### config.mk
export PLATFORM = sky130hd
export DESIGN_NAME = mem_stage_rd_dp4
export DESIGN_NICKNAME = d
export VERILOG_FILES = /design/src/rtl/mem_stage_rd_dp4.sv
export SDC_FILE = /design/constraint.sdc
export NUM_CORES = 1
export LEC_CHECK = 0
export BUFFER_PORTS_ARGS = -buffer_cell sky130_fd_sc_hd__buf_2
export CORE_MARGIN = 5
export CORE_UTILIZATION = 41
export DETAILED_ROUTE_END_ITERATION = 12
export MAX_ROUTING_LAYER = met4
export PLACE_DENSITY = 0.64
export SYNTH_ARGS = -nofsm -noshare
export SYNTH_HDL_FRONTEND = slang
export SYNTH_SLANG_ARGS = --single-unit
### constraint.sdc
create_clock -name clk -period 9.7 [get_ports clk]
set_clock_uncertainty 0.05 [all_clocks]
set_input_delay 1.94 -clock clk [delete_from_list [all_inputs] [get_ports clk]]
set_output_delay 1.94 -clock clk [all_outputs]
set_load 0.05 [all_outputs]
### src/rtl/mem_stage_rd_dp4.sv
// mem_stage_rd_dp4
//   4-lane read-permuting memory stage. Each lane writes a 4-word block in
//   natural order into one of two ping-pong banks. It then reads that block
//   back through a fixed per-lane index permutation, brev(t) XOR lane.
//   Back-to-back blocks stream at full rate: one bank is written while the
//   other bank is read.
//
//   Optional build macro MEM_STAGE_RD_OUT_REG_EN adds one output register
//   stage on every output. This raises the latency from 5 to 6 cycles.
//
// Ports
//   clk                 clock, rising edge
//   rst                 asynchronous active-low reset
//   in_start            1-cycle pulse on cycle 0 of a 4-cycle input block
//   in_data_0..3        lane input words
//   out_data_0..3       lane permuted output words (hold when not valid)
//   out_start           1-cycle pulse on output cycle 0 of a block
//   out_valid           high on all 4 output cycles of a block
module mem_stage_rd_dp4 #(
  parameter int DATA_WIDTH = 8
) (
  input  logic                  clk,
  input  logic                  rst,
  input  logic                  in_start,
  input  logic [DATA_WIDTH-1:0] in_data_0,
  input  logic [DATA_WIDTH-1:0] in_data_1,
  input  logic [DATA_WIDTH-1:0] in_data_2,
  input  logic [DATA_WIDTH-1:0] in_data_3,
  output logic [DATA_WIDTH-1:0] out_data_0,
  output logic [DATA_WIDTH-1:0] out_data_1,
  output logic [DATA_WIDTH-1:0] out_data_2,
  output logic [DATA_WIDTH-1:0] out_data_3,
  output logic                  out_start,
  output logic                  out_valid
);

  typedef enum logic { IDLE,  WRITE } wstate_t;
  typedef enum logic { RIDLE, READ  } rstate_t;

  wstate_t               wstate;
  logic [1:0]            wcnt;
  logic                  wbank;
  rstate_t               rstate;
  logic [1:0]            rcnt;
  logic                  rbank;

  logic [DATA_WIDTH-1:0] mem   [4][8];
  logic [DATA_WIDTH-1:0] din   [4];
  logic [2:0]            raddr [4];
  logic [DATA_WIDTH-1:0] rd_q  [4];
  logic                  rd_valid_q;
  logic                  rd_start_q;

  logic                  we;
  logic [1:0]            widx;
  logic                  blk_done;
  logic                  done_bank;

  always_comb begin
    din[0] = in_data_0;
    din[1] = in_data_1;
    din[2] = in_data_2;
    din[3] = in_data_3;
  end

  // Word 0 is written on the in_start cycle itself, while still in IDLE.
  // blk_done is decoded on the last write cycle. READ is therefore active
  // on the following cycle.
  always_comb begin
    we        = (wstate == IDLE && in_start) || (wstate == WRITE);
    widx      = (wstate == WRITE) ? wcnt : 2'd0;
    blk_done  = (wstate == WRITE) && (wcnt == 2'd3);
    done_bank = wbank;
  end

  always_comb begin
    for (int unsigned l = 0; l < 4; l++)
      raddr[l] = {rbank, {rcnt[0], rcnt[1]} ^ 2'(l)};
  end

  always_ff @(posedge clk or negedge rst) begin
    if (!rst) begin
      wstate <= IDLE;
      wcnt   <= '0;
      wbank  <= 1'b0;
    end else begin
      case (wstate)
        IDLE: begin
          if (in_start) begin
            wstate <= WRITE;
            wcnt   <= 2'd1;
          end
        end
        WRITE: begin
          if (wcnt == 2'd3) begin
            wstate <= IDLE;
            wcnt   <= '0;
            wbank  <= ~wbank;
          end else begin
            wcnt <= wcnt + 2'd1;
          end
        end
        default: wstate <= IDLE;
      endcase
    end
  end

  // RAM contents are not reset.
  always_ff @(posedge clk) begin
    if (we && rst) begin
      for (int unsigned l = 0; l < 4; l++)
        mem[l][{wbank, widx}] <= din[l];
    end
  end

  always_ff @(posedge clk or negedge rst) begin
    if (!rst) begin
      rstate     <= RIDLE;
      rcnt       <= '0;
      rbank      <= 1'b0;
      rd_valid_q <= 1'b0;
      rd_start_q <= 1'b0;
      for (int unsigned l = 0; l < 4; l++)
        rd_q[l] <= '0;
    end else begin
      rd_valid_q <= (rstate == READ);
      rd_start_q <= (rstate == READ) && (rcnt == 2'd0);
      if (rstate == READ) begin
        for (int unsigned l = 0; l < 4; l++)
          rd_q[l] <= mem[l][raddr[l]];
      end
      case (rstate)
        RIDLE: begin
          if (blk_done) begin
            rstate <= READ;
            rcnt   <= '0;
            rbank  <= done_bank;
          end
        end
        READ: begin
          rcnt <= rcnt + 2'd1;
          if (rcnt == 2'd3) begin
            // A block completing on the last read cycle chains directly.
            if (blk_done) rbank  <= done_bank;
            else          rstate <= RIDLE;
          end
        end
        default: rstate <= RIDLE;
      endcase
    end
  end

`ifdef MEM_STAGE_RD_OUT_REG_EN
  always_ff @(posedge clk or negedge rst) begin
    if (!rst) begin
      out_valid  <= 1'b0;
      out_start  <= 1'b0;
      out_data_0 <= '0;
      out_data_1 <= '0;
      out_data_2 <= '0;
      out_data_3 <= '0;
    end else begin
      out_valid  <= rd_valid_q;
      out_start  <= rd_start_q;
      out_data_0 <= rd_q[0];
      out_data_1 <= rd_q[1];
      out_data_2 <= rd_q[2];
      out_data_3 <= rd_q[3];
    end
  end
`else
  assign out_valid  = rd_valid_q;
  assign out_start  = rd_start_q;
  assign out_data_0 = rd_q[0];
  assign out_data_1 = rd_q[1];
  assign out_data_2 = rd_q[2];
  assign out_data_3 = rd_q[3];
`endif

endmodule
Word level (Yosys, flattened, before mapping)

Memories as Yosys holds them, arrays and structs flattened.
Index checks and enable logic that the tools add are counted.

Order comparisons: 6
Reductions and logical operators: 8
Equal/unequal tests: 5
Mux-type cells: 31
Bitwise operators: 11
Add/sub/neg operators: 2

Operators by type and width:

| kind                | number |
|---|---|
| $bmux 8 s3          | 4 |
| $mux 8              | 9 |
| $mux 64             | 1 |
| $demux 8 s3         | 1 |
| $ge 4x4->1 const B  | 5 |
| $not 3->4           | 5 |
| $mux 2              | 4 |
| $pmux 2 s2          | 2 |
| $mux 1              | 7 |
| $pmux 1 s2          | 3 |
| $logic_and 1x1->1   | 5 |
| $not 1->1           | 5 |
| $add 2x1->2 const B | 2 |
| $eq 2x2->1 const B  | 2 |
| $lt 4x1->1 const B  | 1 |
| $ne 2x2->1 const B  | 2 |
| $logic_not 2->1     | 1 |
| $ne 2x1->1 const B  | 1 |
| $not 2->2           | 1 |
| $reduce_and 2->1    | 1 |
| $logic_or 1x1->1    | 1 |

Memories kept: 1
RAM bits: 256
Output and inout bits: 34
Input bits: 35
Logic and storage cells: 76
Bits in registers: 42

Memories:

| memory | depth | bits a word | rd ports | clocked after memory_dff | write ports | line | text |
|---|---|---|---|---|---|---|---|
| mem    | 4     | 64          | 4        | 0                        | 4           | 47   | `logic [DATA_WIDTH-1:0] mem [4][8];` |

Depth between registers and ports, before layout

Depth after elaboration: 7
Depth in mapped cells: 7
Mapped depth without buffers: 4

Least setup slack after synthesis

OpenSTA, ideal clock, no wires.

Path type: in2reg
Start: in rst
End: mem mem[0][48] (netlist name) (enable)
Setup time: 0.513 ns
Path slack: 3.886 ns
Arrival: 5.251 ns
Stages: 1
Data required time: 9.137 ns
Cell sequence: nor4b_1

RTL lines:

| what               | line | text |
|---|---|---|
| start: declaration | 23   | `input logic rst,` |
| end: declaration   | 47   |  |

==> run summary <==
Core ar. = 27,930 um^2
antenna viol nets, final = 0
slowest cell on the critical path = nor3b_2
Inserted Clock Buffers = 30
Root Driver = clkbuf_16
share of the synthesized area in the top cell type = 66.05%
run status = completed
clock buffer depth = 3
Final HPWL DP = 13,070 um
post-route cell area = 13,260 um^2
CP Capture Type = flop
Clock transition at path regs = 60 ps
die height = 178.5 um
Post-CTS Setup Bufs = 0
final setup margin = 5833 ps
global-route wire length before repair = 35,980 um
CTS tree = done
fraction of layout cells with a size suffix above 1 = 17.69%
Yosys reg bits = 298
CTS Hold Bufs = 0
top cells by count, synth = 256 x edfxtp_1, 128 x mux2i_1, 66 x nand3_1, 42 x dfrtp_1, 33 x nor2b_1
CP Cell Sequence = buf_2 -> buf_4 -> nor3b_2 -> buf_4
crit path from = rst
type of the most critical hold path = reg2reg
maximum VDD drop = 152.0 uV
1st-iter DRT viols = 426
Post-Synthesis Cell Area = 11,640 um^2
Nets = 777
Fin Setup TNS = 0 ps
Tmin final = 3867 ps
Max Clk Rate = 0.2586 GHz
I/O Pins = 69
drt first pass iters = 4
actual slew at the worst max-slew pin = 1187 ps
GRT Util Overall = 15.05%
cell with the most instances after synthesis = edfxtp_1
antenna violations before repair = 0
antenna diode count = 0
FF-to-FF setup slack = 7050 ps
r2r endpoint = mem[1][59]$_DFFE_PP_
Fin. Hold Viols = 0
vias post-DR = 5,911
CTS H-Tree Depth = 1
Area Growth Syn to Fin = 13.90%
Placer Congestion = 0.6997
die width = 178.5 um
Power Density = 318.1 nW/um^2
Synth Area per Inst = 17.37 um^2
IO buf count = 68
pre-CTS setup slack = 5185 ps
# setup viols final = 0
Worst path top cell family by delay = buffers and inverters
FF-to-FF path depth = 4
Slew HR = 20.70%
final WL = 22,690 um
area leader, netlist = edfxtp_1
average wire per standard cell = 19.89 um
Pwr Total = 4.217 mW
Cells after Synth = 670
crit path capture = mem[1][59]$_DFFE_PP_
critical path peak fanout = 47
Critical Path RT = 9850 ps
Critical Path Max Stage Delay = 960 ps
Max-Cap Viols = 0
number of synthesized flops with an enable pin = 256
sequential share of the synthesized area = 75.08%
largest net degree at the start of global routing = 68
area post-placement = 12,310 um^2
vias in the first global route = 6,148
Buffers & Inverters on Critical Path = 3
syn nets = 708
Worst R2R Start = wcnt[0]$_DFFE_PN0P_
Synth area leaders = edfxtp_1 66%, mux2i_1 11%, dfrtp_1 9.0%, nand3_1 2.8%, a41o_1 2.8%
Worst path depth = 4
Main synth FF type = edfxtp_1
Data arrival, critical path = 4020 ps
CTS resizes = 0
Async S/R FF share, synth = 14.09%
grt total ovfl = 0
Initial Utilization = 41.66%
Ys Warns = 0
fin. max-slew vios = 0
CP Class = in2reg
fin util = 47.46%
# DRC = 0
Worst-Skew Late Latency = 540 ps
Final Cycle Share = 39.86%
most frequent CP cell = buf_4
CP Launch Type = input pin
DR vias/cell = 5.181
P_leak = 4.756 nW
full die area = 31,860 um^2
RSZ-0062 raised after global routing = no
post-synthesis cell type count = 32
CTS Sinks = 298
# rows = 61
==> metrics by stage <==
stage                     std cells  hold WS (ps)
after detailed placement       1085         519.6
after global placement         1085         513.7
after floorplan                 670         394.2
final                          1141         538.4
after CTS                      1141         539.9
after global routing           1141         571.3
==> report_power, final <==
group	switching, mW	internal (mW)	total, mW
clock network	0.449	0.649	1.10
logic	0.884	0.447	1.33
registers	0.144	1.64	1.79
total	1.48	2.74	4.22
==> layout by cell type, fill, tap and decap left out, drive strengths merged <==
cell and count:
buf 80, nand3 66, edfxtp 256, o22ai 1, nor2 7, clkinvlp 1
a22oi 32, nor3b 1, o21a 1, nor3 1, o21ai 4, nand2 7
a41o 32, bufinv 2, xnor2 1, clkinv 7, nand2b 1, clkbuf 45
mux2 1, mux2i 128, a2bb2oi 1, inv 6, nand3b 1, a21oi 1
dfrtp 42, ha 3, and2 1, nor2b 33, nor4b 1
==> registers in the layout (all words and copies together), names as in the netlist <==
| name | cells |
|---|---|
| done_bank | 1 |
| mem | 256 |
| out_data_0 | 8 |
| out_data_1 | 8 |
| out_data_2 | 8 |
| out_data_3 | 8 |
| out_start | 1 |
| out_valid | 1 |
| rbank | 1 |
| rcnt | 2 |
| rstate | 1 |
| wcnt | 2 |
| wstate | 1 |
==> layout make-up <==
class,count,area (um^2)
clock buffer,45,838.3
clock inverter,11,110.1
fill,2387,14680
inverter,5,18.77
multi-input combinational,324,2641
sequential,298,8745
tap,378,473.0
timing repair buffer,80,430.4
==> routing by layer <==
layer | global-route usage, % | vias to the layer above | wire length [um]
li1 | - | 2781 | -
met1 | 20.09 | 2966 | 10140
met2 | 24.78 | 129 | 11150
met3 | 2.098 | 35 | 983
met4 | 3.454 | 0 | 425
met5 | - | - | 0
==> worst min path at each step <==
stage                              start                        end  slack (ps)  cells after the start
2_1_floorplan           rstate$_DFF_PN0_        out_valid$_DFF_PN0_         390                      0
4_1_cts                 wstate$_DFF_PN0_        wcnt[0]$_DFFE_PN0P_         540                      1
3_5_place_dp   out_data_0[0]$_DFFE_PN0P_  out_data_0[0]$_DFFE_PN0P_         520                      2
6_report                wstate$_DFF_PN0_        wcnt[0]$_DFFE_PN0P_         540                      1
5_1_grt        out_data_1[0]$_DFFE_PN0P_  out_data_1[0]$_DFFE_PN0P_         570                      2
3_3_place_gp            wstate$_DFF_PN0_        wcnt[0]$_DFFE_PN0P_         510                      1
==> cells by family after synthesis <==
family / count (synthesis) / synth area share, %
buffers and inverters: 48 / 2.774
AND/OR/NAND/NOR: 119 / 5.418
multiplexers: 129 / 11.11
XOR/XNOR: 1 / 0.07527
AO/OA/AOI/OAI: 72 / 5.225
adder cells (fa/ha/maj): 3 / 0.3225
flip-flops: 298 / 75.08
No activity file was read; power rests on OpenSTA's default activity.
